--- config.mk ---
export PLATFORM = sky130hd
export DESIGN_NAME = mixcolumns_iter
export DESIGN_NICKNAME = d
export VERILOG_FILES = /design/src/rtl/aes_pkg.sv /design/src/rtl/mixcol_column.sv /design/src/rtl/mixcolumns_iter.sv
export SDC_FILE = /design/constraint.sdc
export NUM_CORES = 1
export LEC_CHECK = 0
export CAP_MARGIN = 20
export CORE_MARGIN = 5
export CORE_UTILIZATION = 59
export CTS_CLUSTER_SIZE = 24
export DETAILED_ROUTE_END_ITERATION = 6
export PLACE_DENSITY = 0.91
export SLEW_MARGIN = 20
export SYNTH_ARGS = -nofsm -noshare
export SYNTH_HDL_FRONTEND = slang
export SYNTH_SLANG_ARGS = --single-unit
--- constraint.sdc ---
create_clock -name clk -period 19.1 [get_ports clk]
set_clock_uncertainty 0.15 [all_clocks]
set_input_delay 3.82 -clock clk [delete_from_list [all_inputs] [get_ports clk]]
set_output_delay 3.82 -clock clk [all_outputs]
set_load 0.01 [all_outputs]
--- src/rtl/aes_pkg.sv ---
// Shared AES constants, state/column types and GF(2^8) helpers.
package aes_pkg;

    localparam int NB   = 4;
    localparam int WORD = 8;

    typedef logic [NB*NB*WORD-1:0] aes_state_t;
    typedef logic [NB*WORD-1:0]    aes_col_t;

    function automatic logic [WORD-1:0] xtime(input logic [WORD-1:0] b);
        return {b[6:0], 1'b0} ^ (b[7] ? 8'h1B : 8'h00);
    endfunction

    // Shift-and-add multiply; b is a constant at every call site, so this folds to an XOR tree.
    function automatic logic [WORD-1:0] gmul(input logic [WORD-1:0] a, input logic [WORD-1:0] b);
        logic [WORD-1:0] p;
        logic [WORD-1:0] x;
        p = '0;
        x = a;
        for (int i = 0; i < WORD; i++) begin
            if (b[i]) p = p ^ x;
            x = xtime(x);
        end
        return p;
    endfunction

endpackage

--- src/rtl/mixcol_column.sv ---
// Combinational one-column (Inv)MixColumns transform with bypass.
// Inverse coefficients only exist when MIXCOLUMNS_INV_EN is defined.
module mixcol_column
    import aes_pkg::*;
(
    input  logic [31:0] col_i,
    input  logic        inv_i,
    input  logic        bypass_i,
    output logic [31:0] col_o
);

    localparam logic [31:0] FWD_COEF = 32'h02030101;

    // Row r uses coefficient (j - r) mod 4 for input byte j: the circulant rotation.
    function automatic logic [7:0] mix_row(input logic [31:0] col, input logic [31:0] coef, input int row);
        logic [7:0] acc;
        acc = '0;
        for (int j = 0; j < 4; j++) begin
            acc = acc ^ gmul(col[31-8*j -: 8], coef[31-8*((j-row+4)%4) -: 8]);
        end
        return acc;
    endfunction

    aes_col_t fwd_col;

    for (genvar gi = 0; gi < 4; gi++) begin : g_fwd
        assign fwd_col[31-8*gi -: 8] = mix_row(col_i, FWD_COEF, gi);
    end

`ifdef MIXCOLUMNS_INV_EN
    localparam logic [31:0] INV_COEF = 32'h0e0b0d09;

    aes_col_t inv_col;

    for (genvar gi = 0; gi < 4; gi++) begin : g_inv
        assign inv_col[31-8*gi -: 8] = mix_row(col_i, INV_COEF, gi);
    end

    assign col_o = bypass_i ? col_i : (inv_i ? inv_col : fwd_col);
`else
    logic unused_inv;
    assign unused_inv = inv_i;
    assign col_o = bypass_i ? col_i : fwd_col;
`endif

endmodule

--- src/rtl/mixcolumns_iter.sv ---
// Iterative MixColumns: one column per clock, 6-cycle block period, final-round bypass.
// Define MIXCOLUMNS_INV_EN to add the i_inv port and InvMixColumns support.
module mixcolumns_iter #(
    parameter int NB   = 4,
    parameter int WORD = 8
) (
    input  logic                   clk,
    input  logic                   rst,
    input  logic                   i_valid,
    input  logic                   i_last,
    input  logic [NB*NB*WORD-1:0]  i_block,
`ifdef MIXCOLUMNS_INV_EN
    input  logic                   i_inv,
`endif
    output logic                   o_ready,
    output logic                   o_valid,
    output logic [NB*NB*WORD-1:0]  o_block
);

    typedef enum logic [1:0] {S_IDLE, S_COMPUTE, S_DONE} state_e;

    state_e                 state_q;
    logic [1:0]             col_q;
    logic [3:0][31:0]       shadow_q;
    logic [3:0][31:0]       result_q;
    logic [3:0][31:0]       result_d;
    logic                   last_q;
    logic                   inv_sel;
    logic                   o_valid_q;
    aes_pkg::aes_state_t    o_block_q;
    aes_pkg::aes_col_t      col_out;
    logic [1:0]             slot;

    // Column 0 lives in the top 32 bits, i.e. packed index 3.
    assign slot = 2'd3 - col_q;

`ifdef MIXCOLUMNS_INV_EN
    logic inv_q;
    assign inv_sel = inv_q;
`else
    assign inv_sel = 1'b0;
`endif

    mixcol_column u_col (
        .col_i    (shadow_q[slot]),
        .inv_i    (inv_sel),
        .bypass_i (last_q),
        .col_o    (col_out)
    );

    always_comb begin
        result_d       = result_q;
        result_d[slot] = col_out;
    end

    always_ff @(posedge clk or posedge rst) begin
        if (rst) begin
            state_q   <= S_IDLE;
            col_q     <= 2'd0;
            shadow_q  <= '0;
            result_q  <= '0;
            last_q    <= 1'b0;
            o_valid_q <= 1'b0;
            o_block_q <= '0;
`ifdef MIXCOLUMNS_INV_EN
            inv_q     <= 1'b0;
`endif
        end else begin
            o_valid_q <= 1'b0;
            case (state_q)
                S_IDLE: begin
                    if (i_valid) begin
                        shadow_q <= i_block;
                        last_q   <= i_last;
`ifdef MIXCOLUMNS_INV_EN
                        inv_q    <= i_inv;
`endif
                        col_q    <= 2'd0;
                        state_q  <= S_COMPUTE;
                    end
                end
                S_COMPUTE: begin
                    result_q <= result_d;
                    col_q    <= col_q + 2'd1;
                    if (col_q == 2'd3) begin
                        o_block_q <= result_d;
                        o_valid_q <= 1'b1;
                        state_q   <= S_DONE;
                    end
                end
                S_DONE: begin
                    state_q <= S_IDLE;
                end
                default: begin
                    state_q <= S_IDLE;
                end
            endcase
        end
    end

    assign o_ready = (state_q == S_IDLE);
    assign o_valid = o_valid_q;
    assign o_block = o_block_q;

endmodule

# After elaboration in Yosys (flattened, before gate mapping)
# Index checks and enable logic that the tools add are counted.
# word_totals
register_bits	390
input_bits	132
word_cells	65
# classes
eq_ne	4
n_lt_le_gt_ge	2
addsub	2
bitwise	20
reduce_logical	7
n_mux	17
# op_table
op	n
$xor A8 B8 Y8	20
$bwmux W128	1
$mux W32	3
$bmux W32 S2	1
$demux W32 S2	1
$mux W5	4
$pmux W2 S2	2
$reduce_and A2 Y1	4
$mux W2	3
$ne A2 B2 Y1 const B	2
$lt A2 B3 Y1 const B	1
$add A2 B1 Y2 const B	1
$eq A2 B1 Y1 const B	1
$eq A2 B2 Y1 const B	1
$ge A2 B1 Y1 const B	1
$logic_not A2 Y1	1
$mux W1	2
$reduce_bool A2 Y1	1
$sub A2 B2 Y2 const A	1
$logic_and A1 B1 Y1	1

# Depth between registers and ports, before layout
# logic_depth
word_depth	11
ltp_mapped	9

# By module
# From an unflattened synthesis, not the netlist that was laid out.
# unflattened
hier_cells	1083
area_unflattened_um2	17272.8
# modules_own_cells
mod	instances	area_per_inst_um2	cells_each
mixcolumns_iter	1	15611.2	926
mixcol_column	1	1661.6	157

# Worst setup path before layout
# Ideal clock, no wire load.
# synth_timing
path_kind	in2reg
startpoint	input port i_valid
endpoint	register shadow_q[100] in the netlist's numbering
path_stages	4
t_arrival_ns	5.017
setup_slack_ns	13.808
path_cell_list	and2_1 > clkbuf_1 > buf_1 > mux2_2
# synth_between
elab_chain_len	1
# synth_lines
item	line_no	rtl
from (decl)	mixcolumns_iter.sv:9	input logic i_valid,
$reduce_and A2 Y1 (no line)	n/a	
to (signal assigned)	mixcolumns_iter.sv:73	shadow_q <= i_block;
to (decl)	mixcolumns_iter.sv:24	logic [3:0][31:0] shadow_q;
# No other way between the ends.
# A chain may end at the register's enable or synchronous reset.

==> impl_metrics.csv <==
group,metric,value,unit
floorplan,die_h,183,um
sta,slew_headroom,24.5,%
sta,setup_violations,0,
yosys,synth_nets,1497,
worst_hold_path,hold_path.class,"reg -> reg",
cells_and_area,final_common_cell,"dfrtp_1",
worst_setup_path,cp_slowest_cell,"buf_4",
global_routing,grt_usage,29.0,%
yosys,ys_types,36,
yosys,yosys.area.top_type,"dfrtp_1",
worst_setup_path,cp_slowest_stage_delay,0.79,ns
yosys,syn_inst,1361,
global_routing,grt_overflow,0,
worst_setup_path,cp_data_required_time,19.48,ns
sta,timing.setup.tns,0,ns
clock_tree,post_cts_resize_count,0,
global_routing,grt_pass1_vias,13097,
yosys,synth_top_area_share,51.0,%
worst_setup_path,cp_cell_sequence,"clkdlybuf4s50_1, inv_8, buf_6, buf_4",
outcome,outcome,"completed",
yosys,ys_ff_latch,358,
detailed_routing,viasPerCell,6.42,
sta,tightest_slew,1.13,ns
clock_tree,cts.htree.levels,2,
floorplan,core,29500,um^2
detailed_routing,drc,0,
cells_and_area,num_antenna_cells,0,
detailed_routing,ant_nets,0,
floorplan,num_io_pins,262,
global_routing,grt_max_degree,125,
run,max_cap_violations,0,
global_routing,grt_pass1_wl,75600,um
global_routing,antenna_found_initial,1,
sta,hold_ws,0.339,ns
sta,drv_slew,0,
cells_and_area,layout.nets,1678,
sta,hold_viol,0,
clock_tree,root_buffer,"clkbuf_16",
placed_design,hpwl,31900,um
placed_design,portBuffers,261,
sta,period_minus_slack,6.20,ns
floorplan,fp.dieArea,33300,um^2
floorplan,row_count,63,
worst_setup_path,crit_type,"in -> async",
clock_tree,cts_tree,"built",
yosys,synth_warnings,0,
sta,min_period_over_period,32.4,%
floorplan,initial_utilization,59.6,%
sta,max_freq,161,MHz
clock_tree,cts_setup_buffers,0,
yosys,netlist_top_cells_area,"dfrtp_1 51%, mux2i_1 11%, mux2_2 8.3%",
worst_setup_path,crit_arrival,6.58,ns
cells_and_area,stdcell_area,21500,um^2
cells_and_area,syn_to_final_growth,22.4,%
floorplan,chipWidth,183,um
sta,rsz0062_at_grt,"no",
clock_tree,clock-sinks,358,
placed_design,place.gp.congestion,0.838,
placed_design,post_dp_cell_area,20300,um^2
clock_tree,holdBufCountCts,0,
worst_setup_path,crit_path_start_kind,"input port",
cells_and_area,mostFrequentLayoutCells,"356 x dfrtp_1, 261 x clkdlybuf4s50_1, 193 x mux2i_1",
worst_setup_path,critPathMaxFanout,124,
yosys,syn_area_per_cell,12.9,um^2
cells_and_area,drive_gt1_share,17.4,%
clock_tree,clk-insertion-delay-late,0.52,ns
cells_and_area,fillers,1907,
detailed_routing,dr.pass1.iters,7,
clock_tree,cts_made_buffers,36,
clock_tree,cts.clk_slew.worst_paths,0.06,ns
detailed_routing,vias,12569,
detailed_routing,routedWlPerCell,24.9,um
detailed_routing,routed_wl,48700,um
worst_setup_path,crit_path_end_kind,"async pin",
detailed_routing,drt_iter0_markers,1390,
clock_tree,clockBufferDepth,3,
yosys,synth-seq-area-share,51.0,%
yosys,syn_area,17600,um^2
[per-stage QoR]
stage / utilization (%) / std cells / setup slack, ns
finish: 73.0 / 1957 / 12.90
floorplan: - / 1361 / 5.20
global placement: 68.7 / 1894 / 12.03
detailed placement: 68.8 / 1894 / 11.97
CTS: 72.9 / 1957 / 12.52
global route: 73.0 / 1957 / 12.50
[synth_stat cells]
| cell type | number |
|---|---|
| a21oi_1 | 1 |
| a22o_1 | 1 |
| and2_0 | 6 |
| and2_1 | 27 |
| and3_1 | 1 |
| buf_1 | 3 |
| buf_12 | 1 |
| buf_2 | 4 |
| buf_6 | 3 |
| clkbuf_1 | 121 |
| dfrtp_1 | 358 |
| ha_1 | 4 |
| inv_1 | 6 |
| mux2_2 | 129 |
| mux2i_1 | 193 |
| mux4_2 | 32 |
| nand2_1 | 164 |
| nand2b_1 | 1 |
| nand3b_1 | 1 |
| nor2_1 | 6 |
| nor2b_1 | 1 |
| o211ai_1 | 31 |
| o21ai_0 | 75 |
| o21ai_1 | 22 |
| o21bai_1 | 1 |
| o221ai_1 | 93 |
| o221ai_2 | 3 |
| or2_2 | 3 |
| xnor2_1 | 3 |
| xnor2_2 | 6 |
| xnor2_4 | 5 |
| xnor3_1 | 32 |
| xnor3_2 | 8 |
| xor2_1 | 8 |
| xor2_2 | 4 |
| xor3_1 | 4 |
[cells by family (layout without fill, tap and decap cells)]
kind of cell               count (synthesis)  count (layout)  synth area share (%)
DFF                                      358             358                  51.0
muxes                                    354             354                  23.4
AOI/OAI and AO/OA                        227             227                  9.10
and+or+nand+nor                          210             210                  5.06
buffers and inverters                    138             344                  3.20
xor gates and xnor gates                  70              70                  7.98
adders and majority gates                  4               4                 0.285
[cell type report]
class | instances | area, um^2 | share of cell area [%]
clock inverters | 8 | 119 | 0.553
well taps | 390 | 488 | 2.27
repair buffers | 275 | 2730 | 12.7
multi-input cells | 865 | 8080 | 37.6
flip-flops and latches | 358 | 8960 | 41.7
inverters | 6 | 30.0 | 0.140
clock buffers | 55 | 1100 | 5.13
[critical path: cells and delay by family]
| kind | cells | cell delay [ns] |
|---|---|---|
| buffers and inverters | 4 | 2.57 |
[per-layer routing]
layer	global-route usage (%)	part of all wire, %
met3	7.30	10
met1	38.9	39
met4	10.8	3.9
met2	46.1	47
met5	0	0.014
[registers in the layout, summed over array words and instances (netlist names)]
name and flops:
o_block 128, state_q 2, last_q 1, o_valid 1
result_q 96, shadow_q 128, col_q 2
[path summary, 6_finish.rpt]
| check | start | end | slack [ns] | depth (start not counted) |
|---|---|---|---|---|
| worst max-delay path | rst | result_q[114] | 12.90 | 4 |
| worst min-delay path | o_block[56] | o_block[56] | 0.34 | 2 |
| worst max register to register | col_q[0] | result_q[102] | 15.20 | 6 |
| worst min register to register | o_block[56] | o_block[56] | 0.34 | 2 |
| max in group clk | i_valid | shadow_q[91] | 13.08 | 4 |
| min in group asynchronous | rst | shadow_q[118] | 3.72 | 2 |
Power is left out: the tool's default activity adds up to more than one toggle a clock period on the data nets, which glitch-free logic cannot reach.
